[src/rtl/and3_selftest_pkg.sv]
// rtl/and3_selftest_pkg.sv - shared types and constants for the 3-input AND self-test sequencer
package and3_selftest_pkg;

  localparam int NUM_VEC = 8;
  localparam int VEC_W   = 3;
  localparam int HOLD_W  = 8;
  localparam int ERR_W   = 4;

  typedef enum logic [1:0] {
    ST_IDLE   = 2'd0,
    ST_DRIVE  = 2'd1,
    ST_SAMPLE = 2'd2,
    ST_DONE   = 2'd3
  } state_t;

endpackage

[src/rtl/and3_vec_gen.sv]
// rtl/and3_vec_gen.sv - test vector and hold-cycle counters with clear/step controls
module and3_vec_gen
  import and3_selftest_pkg::*;
(
  input  logic              clk,
  input  logic              rst,
  input  logic              clr,
  input  logic              step_hold,
  input  logic              step_vec,
  output logic [VEC_W-1:0]  vec,
  output logic [HOLD_W-1:0] hold_cnt
);

  // Stepping the vector restarts the hold window for the new vector.
  always_ff @(posedge clk) begin
    if (rst || clr) begin
      vec      <= '0;
      hold_cnt <= '0;
    end else if (step_vec) begin
      vec      <= vec + 1'b1;
      hold_cnt <= '0;
    end else if (step_hold) begin
      hold_cnt <= hold_cnt + 1'b1;
    end
  end

endmodule

[src/rtl/and3_selftest.sv]
// rtl/and3_selftest.sv - exhaustive self-test of a 3-input AND; AND3_SELFTEST_STOP_ON_ERR_EN ends a pass on the first mismatch
module and3_selftest
  import and3_selftest_pkg::*;
#(
  parameter int HOLD_CYCLES = 4
) (
  input  logic             clk,
  input  logic             rst,
  input  logic             start,
  input  logic             dut_d,
  output logic             a,
  output logic             b,
  output logic             c,
  output logic             busy,
  output logic             done,
  output logic             pass,
  output logic [ERR_W-1:0] err_cnt,
  output logic [VEC_W-1:0] first_err_vec
);

  localparam logic [HOLD_W-1:0] HOLD_LAST = HOLD_W'(HOLD_CYCLES - 1);
  localparam logic [VEC_W-1:0]  LAST_VEC  = VEC_W'(NUM_VEC - 1);

  state_t              state;
  logic [VEC_W-1:0]    vec;
  logic [HOLD_W-1:0]   hold_cnt;
  logic                start_ok;
  logic                mismatch;
  logic                stop_now;
  logic                step_hold;
  logic                step_vec;

  assign busy      = (state == ST_DRIVE) || (state == ST_SAMPLE);
  assign {a, b, c} = busy ? vec : '0;
  assign start_ok  = start && ((state == ST_IDLE) || (state == ST_DONE));
  assign mismatch  = (state == ST_SAMPLE) && (dut_d != (&vec));

`ifdef AND3_SELFTEST_STOP_ON_ERR_EN
  assign stop_now = (vec == LAST_VEC) || mismatch;
`else
  assign stop_now = (vec == LAST_VEC);
`endif

  assign step_hold = (state == ST_DRIVE);
  assign step_vec  = (state == ST_SAMPLE) && !stop_now;

  and3_vec_gen u_vec_gen (
    .clk       (clk),
    .rst       (rst),
    .clr       (start_ok),
    .step_hold (step_hold),
    .step_vec  (step_vec),
    .vec       (vec),
    .hold_cnt  (hold_cnt)
  );

  always_ff @(posedge clk) begin
    if (rst) begin
      state         <= ST_IDLE;
      done          <= 1'b0;
      pass          <= 1'b0;
      err_cnt       <= '0;
      first_err_vec <= '0;
    end else begin
      case (state)
        ST_IDLE: begin
          if (start_ok) begin
            done          <= 1'b0;
            pass          <= 1'b0;
            err_cnt       <= '0;
            first_err_vec <= '0;
            state         <= ST_DRIVE;
          end
        end
        ST_DRIVE: begin
          if (hold_cnt == HOLD_LAST) state <= ST_SAMPLE;
        end
        ST_SAMPLE: begin
          if (mismatch) begin
            err_cnt <= err_cnt + 1'b1;
            if (err_cnt == '0) first_err_vec <= vec;
          end
          state <= stop_now ? ST_DONE : ST_DRIVE;
        end
        default: begin
          if (start_ok) begin
            done          <= 1'b0;
            pass          <= 1'b0;
            err_cnt       <= '0;
            first_err_vec <= '0;
            state         <= ST_DRIVE;
          end else begin
            // Result flags settle on the first DONE cycle, once err_cnt is final.
            done <= 1'b1;
            pass <= (err_cnt == '0);
          end
        end
      endcase
    end
  end

endmodule

[config.mk]
export PLATFORM = sky130hd
export DESIGN_NAME = and3_selftest
export DESIGN_NICKNAME = d
export VERILOG_FILES = /design/src/rtl/and3_selftest_pkg.sv /design/src/rtl/and3_vec_gen.sv /design/src/rtl/and3_selftest.sv
export SDC_FILE = /design/constraint.sdc
export NUM_CORES = 1
export LEC_CHECK = 0
export BUFFER_PORTS_ARGS = -buffer_cell sky130_fd_sc_hd__buf_2
export CORE_UTILIZATION = 50
export DETAILED_ROUTE_END_ITERATION = 8
export PLACE_DENSITY_LB_ADDON = 0.05
export REMOVE_ABC_BUFFERS = 1
export SETUP_SLACK_MARGIN = 0.05
export SLEW_MARGIN = 10
export SYNTH_ARGS = -nofsm -noshare
export SYNTH_HDL_FRONTEND = slang
export SYNTH_SLANG_ARGS = --single-unit
[constraint.sdc]
create_clock -name clk -period 4.33 [get_ports clk]
set_input_delay 0.6495 -clock clk [delete_from_list [all_inputs] [get_ports clk]]
set_output_delay 0.6495 -clock clk [all_outputs]
set_load 0.01 [all_outputs]
==> impl_metrics.env <==
export IMPL_cp_start_kind="flop"
export IMPL_hold_viol=0
export IMPL_synth_compound_area_share_pct=11.9
export IMPL_gp_congestion=0.809
export IMPL_synth_seq_cells=22
export IMPL_synth_common_cells="dfxtp_1, nor2_1, nand3_1"
export IMPL_drc=0
export IMPL_numClockSinks=22
export IMPL_synth_top_cell_by_area="dfxtp_1"
export IMPL_top_usage_layer="met2"
export IMPL_drv_cap=0
export IMPL_final_cell_area_um2=1250
export IMPL_cts_resized=0
export IMPL_setup_viol=0
export IMPL_place_area_um2=1220
export IMPL_grt_max_degree=14
export IMPL_synth_flop_cell="dfxtp_1"
export IMPL_drt_pass1_iterations=4
export IMPL_grt_pass1_wl_mm=3.71
export IMPL_die_w_um=49.4
export IMPL_clk_pin_slew_worst_paths_ns=0.11
export IMPL_dr_first_iter_drc_count=16
export IMPL_rsz0062_at_grt="false"
export IMPL_wire_per_inst_um=12.5
export IMPL_cts_tree="yes"
export IMPL_io_buffers=16
export IMPL_postCtsHoldBufs=0
export IMPL_yosysWarnings=0
export IMPL_power_density_nw_per_um2=291
export IMPL_hpwl_mm=1.64
export IMPL_drive_above_1_share_pct=16.0
export IMPL_slowest_delay_ns=0.38
export IMPL_ir_drop_mv=0.319
export IMPL_yosys_area_share_xor_xnor_pct=7.81
export IMPL_slew_violations=0
export IMPL_critPathBufInv=2
export IMPL_ys_types=32
export IMPL_postSynthCellCount=128
export IMPL_synthSimpleGateAreaFrac_pct=25.2
export IMPL_final_setup_worst_slack_ns=2.26
export IMPL_row_count=16
export IMPL_status="finished clean"
export IMPL_skew_ns=0.00322
export IMPL_ys_seq_area_share_pct=39.3
export IMPL_use_met3_pct=5.61
export IMPL_fmax_mhz=483
export IMPL_dieHeight_um=49.4
export IMPL_synth_top_family_by_area="simple AND/OR/NAND/NOR gates"
export IMPL_end_kind="output pin"
export IMPL_fin_crit_ns=2.07
export IMPL_timing_final_crit_share_pct=47.8
export IMPL_pre_cts_ws_ns=2.34
export IMPL_antennaDiodeCount=0
export IMPL_yosysMostFrequentCell="dfxtp_1"
export IMPL_async_flop_share_pct=0
export IMPL_min_path_type="flop to flop"
export IMPL_wl_mm=2.14
export IMPL_synth_edf_count=0
export IMPL_grt_usage_pct=19.8
export IMPL_ys_top_cells_by_area="dfxtp_1, ha_1, nor2_1, xnor2_1, nand3_1"
export IMPL_tightest_slew_ns=0.490
export IMPL_viasPerCell=5.45
export IMPL_fp_coreArea_um2=2040
export IMPL_synth_cell_area_um2=1120
export IMPL_critPathSlowestCell="ha_1"
export IMPL_grt_util_met2_pct=30.8
export IMPL_leakage_uw=0.000490
export IMPL_criticalPathCategory="flop to output pin"
export IMPL_via_count=932
export IMPL_required_ns=3.68
export IMPL_synthAdderAreaFrac_pct=8.93
export IMPL_arrival_ns=1.42
export IMPL_final_setup_tns_ns=0
export IMPL_met1_usage_pct=27.4
export IMPL_cp_top_family="adder cells"
export IMPL_synthMuxAreaShare_pct=3.68
export IMPL_ant_nets=0
export IMPL_dieArea_um2=2440
export IMPL_htreeDepth=1
export IMPL_area_delta_synth_final_pct=11.9
export IMPL_antenna_found_initial=0
export IMPL_insertion_delay_ns=0.30
export IMPL_grt_pass1_vias=842
export IMPL_overflow=0
export IMPL_synth_top_area_share_pct=39.3
export IMPL_cts_buffers=3
export IMPL_maxSlewHeadroom_pct=67.0
export IMPL_root_buffer="clkbuf_4"
export IMPL_clk_path_buf_depth=2
export IMPL_start_util_pct=54.9
export IMPL_ios=17
export IMPL_path_cells="inv_1 -> ha_1 -> and2_1 -> buf_2"
export IMPL_path_max_fanout=9
export IMPL_dpl_cell_count=167
export IMPL_finalNonFillerCells=171
export IMPL_syn_avg_cell_area_um2=8.76
export IMPL_fin_nets=157
export IMPL_post_cts_buffers=0
-- power breakdown --
part	internal [µW]	switching [µW]	total, µW
clock	51.3	59.0	110
sequential	206	2.64	209
combinational	17.2	29.3	46.5
total	275	91.0	366
-- path summary, 6_finish.rpt --
| path | from | to | cells after the start | slack (ns) |
|---|---|---|---|---|
| hold reg to reg | pass | pass | 2 | 0.48 |
| hold / removal | pass | pass | 2 | 0.48 |
| setup / recovery | state[0] | c | 4 | 2.26 |
| setup reg to reg | state[0] | err_cnt[3] | 6 | 2.33 |
-- worst register-to-register path, delay by kind of cell, from the launching register on --
kind                       cells  cell delay [ns]
DFF                            1             0.33
and+or+nand+nor                2             0.75
AOI/OAI and AO/OA              1             0.15
buffers and inverters          2             0.31
adders and majority gates      1             0.40
-- kinds of logic (layout without fill, tap and decap cells) --
logic type | after synthesis | count (layout)
flops | 22 | 22
fa+ha+maj | 8 | 8
compound gates | 19 | 19
simple gates | 56 | 56
buf+inv | 9 | 25
xor+xnor | 10 | 10
mux | 4 | 4
-- layout by cell type (no fill, tap or decap), drive strengths merged --
| cell | count |
|---|---|
| nor3 | 1 |
| dfxtp | 22 |
| nor2b | 1 |
| buf | 16 |
| nor2 | 19 |
| inv | 5 |
| or2 | 1 |
| nor3b | 1 |
| nand2b | 4 |
| a21oi | 5 |
| and2 | 3 |
| or3 | 2 |
| nand2 | 6 |
| ha | 8 |
| o21ai | 5 |
| o31ai | 1 |
| nor4 | 1 |
| o41ai | 1 |
| xnor2 | 6 |
| mux2i | 3 |
| a2111oi | 1 |
| nand4b | 1 |
| a21o | 1 |
| xor2 | 4 |
| a31oi | 4 |
| nand3 | 10 |
| or4 | 2 |
| clkbuf | 4 |
| a211oi | 1 |
| or3b | 1 |
| mux2 | 1 |
| nand4 | 3 |
-- sequential cells by signal, summed over array words and instances (netlist names) --
register	flops
first_err_vec	3
pass	1
state	2
done	1
u_vec_gen.hold_cnt	8
u_vec_gen.vec	3
err_cnt	4
-- routing by layer --
| metal | up-vias | wire length [µm] |
|---|---|---|
| met5 | - | 0 |
| met4 | 0 | 10 |
| met3 | 2 | 90 |
| met2 | 21 | 950 |
| met1 | 434 | 1090 |
| li1 | 475 | - |
-- per-stage QoR --
step | hold slack (ns) | power, µW | utilization, %
after global placement | 0.452 | 259 | 59.7
after detailed placement | 0.468 | 260 | 59.7
after floorplan | 0.477 | 247 | -
final | 0.482 | 366 | 61.5
after CTS | 0.485 | 372 | 61.5
after global routing | 0.515 | 386 | 61.5
-- final cells by class --
| class | count | area [µm²] |
|---|---|---|
| clock buffer | 4 | 36.3 |
| fill | 191 | 787 |
| inverter | 5 | 18.8 |
| multi-input combinational | 97 | 646 |
| sequential | 22 | 440 |
| tap | 27 | 33.8 |
| timing repair buffer | 16 | 80.1 |
(Power assumes the default switching activity.)
